## config.mk

```make
export PLATFORM = sky130hd
export DESIGN_NAME = cpu_lsu
export DESIGN_NICKNAME = d
export VERILOG_FILES = /design/src/rtl/cpu_types_pkg.sv /design/src/rtl/lsu_align.sv /design/src/rtl/cpu_lsu.sv
export SDC_FILE = /design/constraint.sdc
export NUM_CORES = 1
export LEC_CHECK = 0
export CELL_PAD_IN_SITES_DETAIL_PLACEMENT = 1
export CELL_PAD_IN_SITES_GLOBAL_PLACEMENT = 1
export CORE_ASPECT_RATIO = 1.1
export CORE_UTILIZATION = 34
export DETAILED_ROUTE_END_ITERATION = 10
export GPL_TIMING_DRIVEN = 0
export PLACE_DENSITY_LB_ADDON = 0.1
export SKIP_CTS_REPAIR_TIMING = 1
export SLEW_MARGIN = 30
export SYNTH_ARGS = -nofsm -noshare
export SYNTH_HDL_FRONTEND = slang
export SYNTH_SLANG_ARGS = --single-unit
```

## constraint.sdc

```tcl
create_clock -name i_clk -period 3.3 [get_ports i_clk]
set_clock_uncertainty 0.2 [all_clocks]
set_input_delay 0.33 -clock i_clk [delete_from_list [all_inputs] [get_ports i_clk]]
set_output_delay 0.33 -clock i_clk [all_outputs]
set_load 0.005 [all_outputs]
```

## src/rtl/cpu_types_pkg.sv

```systemverilog
// Shared LSU types: FSM states, response causes, access sizes and RV32I
// load/store funct3 encodings, plus the funct3 -> size decode helper.
package cpu_types;

    typedef enum logic [1:0] {
        LSU_IDLE = 2'd0,
        LSU_REQ  = 2'd1,
        LSU_WAIT = 2'd2,
        LSU_DONE = 2'd3
    } lsu_state_t;

    typedef enum logic [1:0] {
        CAUSE_NONE     = 2'd0,
        CAUSE_BUSERR   = 2'd1,
        CAUSE_TIMEOUT  = 2'd2,
        CAUSE_MISALIGN = 2'd3
    } lsu_cause_t;

    typedef enum logic [1:0] {
        SIZE_BYTE = 2'b00,
        SIZE_HALF = 2'b01,
        SIZE_WORD = 2'b10
    } lsu_size_t;

    localparam logic [2:0] F3_B  = 3'b000;
    localparam logic [2:0] F3_H  = 3'b001;
    localparam logic [2:0] F3_W  = 3'b010;
    localparam logic [2:0] F3_BU = 3'b100;
    localparam logic [2:0] F3_HU = 3'b101;

    // Reserved encodings (011, 110, 111) fall through to word.
    function automatic lsu_size_t lsu_size(input logic [2:0] funct3);
        case (funct3[1:0])
            2'b00:   return SIZE_BYTE;
            2'b01:   return SIZE_HALF;
            default: return SIZE_WORD;
        endcase
    endfunction

endpackage

```

## src/rtl/lsu_align.sv

```systemverilog
// Combinational data-path helpers for the LSU: store byte strobes and lane
// replication, load lane extraction with sign/zero extension.
module lsu_align
    import cpu_types::*;
(
    input  logic [1:0]  st_size,
    input  logic [1:0]  st_off,
    input  logic [31:0] st_wdata,
    output logic [31:0] st_lane_wdata,
    output logic [3:0]  st_wstrb,
    input  logic [2:0]  ld_funct3,
    input  logic [1:0]  ld_off,
    input  logic [31:0] ld_rdata,
    output logic [31:0] ld_data
);

    logic [31:0] ld_shifted;
    logic        ld_signed;

    // Store side: replicate the low lanes across the word and place the strobe.
    always_comb begin
        st_lane_wdata = st_wdata;
        st_wstrb      = 4'b1111;
        case (st_size)
            SIZE_BYTE: begin
                st_lane_wdata = {4{st_wdata[7:0]}};
                st_wstrb      = 4'b0001 << st_off;
            end
            SIZE_HALF: begin
                st_lane_wdata = {2{st_wdata[15:0]}};
                st_wstrb      = 4'b0011 << {st_off[1], 1'b0};
            end
            default: begin
                st_lane_wdata = st_wdata;
                st_wstrb      = 4'b1111;
            end
        endcase
    end

    // Load side: bring the addressed lane down to bit 0, then extend.
    always_comb begin
        ld_shifted = ld_rdata >> {ld_off, 3'b000};
        ld_signed  = ~ld_funct3[2];
        ld_data    = ld_shifted;
        case (lsu_size(ld_funct3))
            SIZE_BYTE: ld_data = {{24{ld_signed & ld_shifted[7]}}, ld_shifted[7:0]};
            SIZE_HALF: ld_data = {{16{ld_signed & ld_shifted[15]}}, ld_shifted[15:0]};
            default:   ld_data = ld_shifted;
        endcase
    end

endmodule

```

## src/rtl/cpu_lsu.sv

```systemverilog
// Load/store unit between the Q4 memory stage and a valid/ready data bus.
// Holds the pipeline until the bus access completes and returns a one-cycle
// response with aligned, extended load data or an error cause.
// Optional build macro CPU_LSU_MISALIGN_EXC_EN: misaligned half/word accesses
// are rejected without a bus transaction (cause MISALIGN). Without it, the
// offending low address bits are cleared and the access proceeds.
module cpu_lsu
    import cpu_types::*;
#(
    parameter int unsigned TIMEOUT_CYCLES = 256
) (
    input  logic        i_clk,
    input  logic        i_rst,
    input  logic        i_req_valid,
    output logic        o_req_ready,
    input  logic        i_req_we,
    input  logic [2:0]  i_req_funct3,
    input  logic [31:0] i_req_addr,
    input  logic [31:0] i_req_wdata,
    output logic        o_stall,
    output logic        o_resp_valid,
    output logic [31:0] o_resp_rdata,
    output logic        o_resp_err,
    output logic [1:0]  o_resp_cause,
    output logic        o_bus_valid,
    input  logic        i_bus_ready,
    output logic        o_bus_we,
    output logic [31:0] o_bus_addr,
    output logic [31:0] o_bus_wdata,
    output logic [3:0]  o_bus_wstrb,
    input  logic        i_bus_rvalid,
    input  logic [31:0] i_bus_rdata,
    input  logic        i_bus_err
);

    localparam int unsigned CNT_W    = (TIMEOUT_CYCLES > 1) ? $clog2(TIMEOUT_CYCLES) : 1;
    localparam int unsigned CNT_LAST = (TIMEOUT_CYCLES > 0) ? TIMEOUT_CYCLES - 1 : 0;

    lsu_state_t  state;
    logic        lat_we;
    logic [2:0]  lat_funct3;
    logic [1:0]  lat_off;
    logic [CNT_W-1:0] wd_cnt;

    lsu_size_t   req_size;
    logic [1:0]  req_off;
    logic        req_misaligned;
    logic [31:0] st_lane_wdata;
    logic [3:0]  st_wstrb;
    logic [31:0] ld_data;
    logic        wd_expired;

    // Handshake outputs that depend on the live request.
    always_comb begin
        o_req_ready = (state == LSU_IDLE);
        o_stall     = ((state == LSU_IDLE) && i_req_valid) ||
                      (state == LSU_REQ) || (state == LSU_WAIT);
    end

    // Request decode: size, effective byte offset and misalignment.
    always_comb begin
        req_size       = lsu_size(i_req_funct3);
        req_off        = i_req_addr[1:0];
        req_misaligned = ((req_size == SIZE_HALF) && i_req_addr[0]) ||
                         ((req_size == SIZE_WORD) && (i_req_addr[1:0] != 2'b00));
`ifndef CPU_LSU_MISALIGN_EXC_EN
        case (req_size)
            SIZE_HALF: req_off = {i_req_addr[1], 1'b0};
            SIZE_WORD: req_off = 2'b00;
            default:   req_off = i_req_addr[1:0];
        endcase
`endif
    end

    // Watchdog fires on the last allowed REQ/WAIT cycle; 0 disables it.
    always_comb begin
        wd_expired = (TIMEOUT_CYCLES != 0) && (wd_cnt == CNT_W'(CNT_LAST));
    end

    lsu_align u_align (
        .st_size       (req_size),
        .st_off        (req_off),
        .st_wdata      (i_req_wdata),
        .st_lane_wdata (st_lane_wdata),
        .st_wstrb      (st_wstrb),
        .ld_funct3     (lat_funct3),
        .ld_off        (lat_off),
        .ld_rdata      (i_bus_rdata),
        .ld_data       (ld_data)
    );

    // Access FSM with request latches, bus outputs, response and watchdog.
    always_ff @(posedge i_clk) begin
        if (i_rst) begin
            state        <= LSU_IDLE;
            lat_we       <= 1'b0;
            lat_funct3   <= '0;
            lat_off      <= '0;
            wd_cnt       <= '0;
            o_bus_valid  <= 1'b0;
            o_bus_we     <= 1'b0;
            o_bus_addr   <= '0;
            o_bus_wdata  <= '0;
            o_bus_wstrb  <= '0;
            o_resp_valid <= 1'b0;
            o_resp_err   <= 1'b0;
            o_resp_cause <= CAUSE_NONE;
            o_resp_rdata <= '0;
        end else begin
            o_resp_valid <= 1'b0;
            case (state)
                LSU_IDLE: begin
                    if (i_req_valid) begin
                        lat_we      <= i_req_we;
                        lat_funct3  <= i_req_funct3;
                        lat_off     <= req_off;
                        wd_cnt      <= '0;
                        o_bus_we    <= i_req_we;
                        o_bus_addr  <= {i_req_addr[31:2], 2'b00};
                        o_bus_wdata <= st_lane_wdata;
                        o_bus_wstrb <= i_req_we ? st_wstrb : 4'b0000;
`ifdef CPU_LSU_MISALIGN_EXC_EN
                        if (req_misaligned) begin
                            state        <= LSU_DONE;
                            o_resp_valid <= 1'b1;
                            o_resp_err   <= 1'b1;
                            o_resp_cause <= CAUSE_MISALIGN;
                            o_resp_rdata <= '0;
                        end else begin
                            state       <= LSU_REQ;
                            o_bus_valid <= 1'b1;
                        end
`else
                        state       <= LSU_REQ;
                        o_bus_valid <= 1'b1;
`endif
                    end
                end
                LSU_REQ: begin
                    wd_cnt <= wd_cnt + CNT_W'(1);
                    if (i_bus_ready) begin
                        o_bus_valid <= 1'b0;
                        if (lat_we) begin
                            state        <= LSU_DONE;
                            o_resp_valid <= 1'b1;
                            o_resp_err   <= i_bus_err;
                            o_resp_cause <= i_bus_err ? CAUSE_BUSERR : CAUSE_NONE;
                            o_resp_rdata <= '0;
                        end else if (i_bus_rvalid) begin
                            state        <= LSU_DONE;
                            o_resp_valid <= 1'b1;
                            o_resp_err   <= i_bus_err;
                            o_resp_cause <= i_bus_err ? CAUSE_BUSERR : CAUSE_NONE;
                            o_resp_rdata <= i_bus_err ? '0 : ld_data;
                        end else begin
                            state <= LSU_WAIT;
                        end
                    end else if (wd_expired) begin
                        state        <= LSU_DONE;
                        o_bus_valid  <= 1'b0;
                        o_resp_valid <= 1'b1;
                        o_resp_err   <= 1'b1;
                        o_resp_cause <= CAUSE_TIMEOUT;
                        o_resp_rdata <= '0;
                    end
                end
                LSU_WAIT: begin
                    wd_cnt <= wd_cnt + CNT_W'(1);
                    if (i_bus_rvalid) begin
                        state        <= LSU_DONE;
                        o_resp_valid <= 1'b1;
                        o_resp_err   <= i_bus_err;
                        o_resp_cause <= i_bus_err ? CAUSE_BUSERR : CAUSE_NONE;
                        o_resp_rdata <= i_bus_err ? '0 : ld_data;
                    end else if (wd_expired) begin
                        state        <= LSU_DONE;
                        o_resp_valid <= 1'b1;
                        o_resp_err   <= 1'b1;
                        o_resp_cause <= CAUSE_TIMEOUT;
                        o_resp_rdata <= '0;
                    end
                end
                LSU_DONE: begin
                    state <= LSU_IDLE;
                end
                default: begin
                    state <= LSU_IDLE;
                end
            endcase
        end
    end

endmodule

```

======== Yosys cells after proc, flatten, opt, wreduce, memory -nomap -nowiden ========
Cells that the tools add are included.
word-level totals
  register bits after elaboration ......... 119
  bits of input ports ..................... 106
  output and inout bits ................... 108
  logic and storage cells ................. 94
operators by class
  $add $sub $neg .......................... 1
  equality and inequality tests ........... 12
  shifts and indexed selects .............. 3
  multiplexer cells ....................... 46
  bitwise logic cells ..................... 3
  reductions and logical operators ........ 16
operator list
  kind                                                  count
  two-way mux 32 bit                                    6
  case mux 32 bit (2 select lines)                      3
  >> shifter 32 x 5 -> 32 bit                           1
  two-way mux 2 bit                                     9
  two-way mux 1 bit                                     16
  case mux 2 bit (2 select lines)                       4
  case mux 8 bit (2 select lines)                       1
  equality test 2 x 1 -> 1 bit (second input constant)  5
  zero test 2 bit                                       5
  adder 8 x 1 -> 8 bit (second input constant)          1
  equality test 8 bit (second input constant)           1
  two-way mux 8 bit                                     1
  case mux 2 bit (4 select lines)                       1
  case mux 4 bit (2 select lines)                       1
  equality test 2 bit (second input constant)           3
  case mux 1 bit (2 select lines)                       3
  AND reduction 2 bit                                   3
  nonzero test 2 bit                                    3
  two-way mux 4 bit                                     1
  inequality test 4 bit (second input constant)         1
  << shifter 1 x 2 -> 4 bit (first input constant)      1
  << shifter 2 x 2 -> 4 bit (first input constant)      1
  inequality test 3 bit (second input constant)         1
  AND reduction 3 bit                                   1
  6 further kinds                                       8

======== Longest topological paths before layout ========
  depth in word-level cells ............... 9
  depth in mapped cells ................... 9

======== Modules after synthesis ========
Synthesis repeated with hierarchy kept, for this count alone.
second synthesis, totals
  cell total of the unflattened synthesis .. 574
  area total of the unflattened synthesis .. 5637.9 µm²
by module, submodules not included
  module     times used  cells an instance  area each (µm²)
  cpu_lsu    1           411                4411.7
  lsu_align  1           163                1226.2

======== Worst setup path after synthesis ========
No wires, ideal clock.
  path type ............................... flip-flop to flip-flop
  from .................................... reg state[0]
  to ...................................... reg o_resp_rdata[7]
  library setup time ...................... 117 ps
  arrival ................................. 1736 ps
  setup slack ............................. 1247 ps
  cell stages (with the launch flop) ...... 9
  buffers on the path ..................... 2
  period minus slack after synthesis ...... 2053 ps
  path through ............................ dfxtp_1 -> inv_1 -> ha_1 -> buf_2 -> mux2_2 -> o21ai_0 -> a21o_1 -> buf_2 -> nor2_1
on the way
  longest elaborated chain between the ends .. 3
  elaborated cells between the ends (all ways) .. 6
  classes of those cells .................. eq/ne (3); mux (1); reduce/logical (2)
RTL lines
  what                                                                          RTL line        RTL
  start, declared                                                               cpu_lsu.sv:39   lsu_state_t state;
  start signal, assigned                                                        cpu_lsu.sv:95   state <= LSU_IDLE;
  start signal, assigned                                                        cpu_lsu.sv:134  state <= LSU_REQ;
  start signal, assigned                                                        cpu_lsu.sv:144  state <= LSU_DONE;
  equality test 2 x 1 -> 1 bit or equality test 2 bit (tied branches)           cpu_lsu.sv:111  case (state)
  inequality test 4 bit (no source line) or nonzero test 2 bit (tied branches)  n/a
  AND reduction 2 bit (no source line)                                          n/a
  end signal, assigned                                                          cpu_lsu.sv:154  o_resp_rdata <= i_bus_err ? '0 : ld_data;
  end signal, assigned                                                          cpu_lsu.sv:174  o_resp_rdata <= i_bus_err ? '0 : ld_data;
  end, declared                                                                 cpu_lsu.sv:22   output logic [31:0] o_resp_rdata,
Parallel ways exist; a longest one is shown, timed or not.
A chain may end at the register's enable or synchronous reset.

======== Worst setup path after layout ========
  from .................................... reg state[1]
  to ...................................... out o_stall
on the way
  longest elaborated chain between the ends .. 4
  elaborated cells between the ends (all ways) .. 6
  classes of those cells .................. eq/ne (2); reduce/logical (4)
RTL lines
  what                RTL line       RTL
  zero test 2 bit     cpu_lsu.sv:56  o_stall = ((state == LSU_IDLE) && i_req_valid) ||
  logical AND 1 bit   cpu_lsu.sv:56
  logical OR 1 bit    cpu_lsu.sv:56
  logical OR 1 bit *  cpu_lsu.sv:57  (state == LSU_REQ) || (state == LSU_WAIT);
  end, declared       cpu_lsu.sv:20  output logic o_stall,
Every way passes the cells marked *; elsewhere a longest branch is shown, timed or not.

==> results.ini <==
[die]
ioPinCount=214
core_mm2=0.01586
row_count=48
die_h_um=136.1
initial_core_util_pct=35.03
die_w_um=123.9
die_area_mm2=0.01685

[critical_path]
crit_required_ns=2.77
crit_chain=inv_1 -> ha_1 -> buf_2 -> and2_1 -> clkbuf_1 -> clkbuf_2 -> or3_1 -> clkdlybuf4s50_1
cp_max_fo=10
cp_slowest_cell=clkdlybuf4s50_1
cp-end-kind=primary output
critical_path_arrival_ns=2.53
path_class=reg -> out
crit_family=buffers and inverters
start_kind=flip-flop
crit_path_max_incr_delay_ns=0.46
crit_buf_inv=5

[synth]
synth_compound_gate_area_share_pct=21.33
netlist.area_leader.share_pct=42.89
ys.flop_type=dfxtp_1
synthCells=703
ys_ff_latch=119
synth_cell_type_count=46
synth_area_leaders=dfxtp_1 43%, nand2_1 12%, a21oi_1 8.6%, mux2i_1 5.8%, nor2_1 4.0%
synth_fa_ha_area_share_pct=1.126
synthArstFlopShare_pct=0
synthSimpleGateAreaFrac_pct=20.68
synth_top_family_by_area=compound AO/OA/AOI/OAI gates
yosys.area.top_type=dfxtp_1
synth_area_mm2=0.005554
synth_warnings=0
yosys.area_share.xor_xnor_pct=0.7885
syn_area_per_cell_um2=7.901
synth_edf_count=0
yosysSeqAreaShare_pct=42.89
synth_mux_area_share_pct=8.268

[layout]
syn2layout_area_growth_pct=52.67
final_cells=1143
antenna_cells=0
final_area_mm2=0.008479
final_common_cell=clkdlybuf4s50_1
drive_above_1_share_pct=6.893
layout.nets=1042
final_cell_mix=208 x clkdlybuf4s50_1, 178 x nand2_1, 119 x dfxtp_1, 95 x a21oi_1, 59 x nor2_1

[routing]
totalWireLength_mm=21.28
num_vias=5944
wire_per_inst_um=18.62
drt_iter0_drc=191
via_per_inst=5.200
drcViolationCount=0
drtPass1Iterations=6
detail-route-antenna-nets=0

[grt]
grt_antenna_before_repair=0
grt_max_degree=17
grt_pass1_wl_mm=32.85
grt_overflow=0
grtUsageTotal_pct=25.82
grt_pass1_vias=6347

[worst_hold_path]
hp-class=in -> reg

[timing]
relSlewSlack_pct=50.37
setup_tns_ns=0
worst_pin_slew_ns=0.7417
fin_crit_ns=3.065
rsz0062_at_grt=false
min_period_over_period_pct=92.87
final_max_slew_viol_count=0
setup_viol=0
hold_slack_ns=0.1371
hold_violations=0
fmax_mhz=326.3

[clock_network]
clock_latency_ns=0.41
cts-root-buf=clkbuf_16
clock-sinks=119
cts_tree=yes
clk_pin_slew_worst_paths_ns=0.05
cts_max_level=4
cts-root-to-sink-buffers=2
cts_made_buffers=17

[placed_design]
dpl_cell_area_mm2=0.007890
place_congestion=0.8336
hpwl_mm=16.30
numPortBuffers=208
dp_cells=1112

[power]
vdd_drop_max_v=0.0003866
power_leakage_nw=3.202
cellPowerDensity_mw_per_mm2=667.2
fin_total_pwr_w=0.005657

[job]
max_cap_viol_count=0

[outcome]
status=complete, no violations

## state kept, by name, indices dropped and copies added (netlist names)
signal,cells
wd_cnt,8
lat_funct3,3
o_bus_wstrb,4
lat_we,1
o_bus_addr,30
o_resp_err,1
state,2
o_bus_wdata,32
o_resp_valid,1
o_resp_rdata,32
o_bus_valid,1
o_resp_cause,2
lat_off,2
## stage by stage
step	setup slack (ns)	util (%)
after floorplan	1.247	-
after CTS	0.03630	53.47
after detailed placement	0.4893	49.76
after global placement	0.5197	49.76
after global routing	0.05941	53.48
final	0.2352	53.48
## synth_stat cells (all sizes together), types with 8 or more instances
library cell	instances
mux2	10
mux2i	32
a221oi	11
a211oi	8
nor2	59
o21ai	32
nand2	178
a21o	19
o211ai	9
a311oi	8
a21oi	95
clkbuf	32
buf	23
or3	18
dfxtp	119
## path summary, 6_finish.rpt
check | cells past startpoint | to | slack, ns | startpoint
max | 8 | o_stall | 0.24 | state[1]$_SDFFE_PP0P_
min | 3 | lat_funct3[1]$_SDFFE_PP0P_ | 0.14 | i_req_funct3[1]
max reg2reg | 8 | o_bus_addr[20]$_SDFFE_PP0P_ | 0.76 | state[1]$_SDFFE_PP0P_
min reg2reg | 2 | o_bus_addr[28]$_SDFFE_PP0P_ | 0.25 | o_bus_addr[28]$_SDFFE_PP0P_
## report_power, final
part	switching, W	total (W)	internal, W	leakage (nW)
Clock	0.000648	0.00186	0.00121	0.292
Combinational	0.000990	0.00191	0.000924	1.94
Sequential	0.000176	0.00188	0.00170	0.973
## worst register-to-register path, delay by kind of cell, from the launching register on
kind | cells | cell delay (ns)
AOI/OAI and AO/OA | 1 | 0.17
adders and majority gates | 1 | 0.19
buffers and inverters | 4 | 1.11
DFF | 1 | 0.38
and+or+nand+nor | 2 | 0.40
## routing by layer
| layer | share of wire [%] | track usage (%) |
|---|---|---|
| met5 | 0 | 0 |
| met4 | 2.3 | 9.906 |
| met3 | 7.0 | 8.809 |
| met1 | 40 | 27.60 |
| met2 | 51 | 46.11 |
## final cells by class
type	instances	area, µm²
tap	200	250.2
multi-input combinational	525	2907
timing repair buffer	208	2082
buffer	55	251.5
clock buffer	21	460.4
fill	1908	7376
inverter	5	18.77
clock inverter	10	127.6
sequential	119	2382
## cell families (layout without fill, tap and decap cells)
group / Yosys count / in the layout
AOI/OAI and AO/OA: 193 / 193
xor gates and xnor gates: 5 / 5
other: 1 / 2
adders and majority gates: 5 / 5
muxes: 43 / 43
buffers and inverters: 60 / 299
and+or+nand+nor: 277 / 277
DFF: 119 / 119
(Power assumes the default switching activity.)
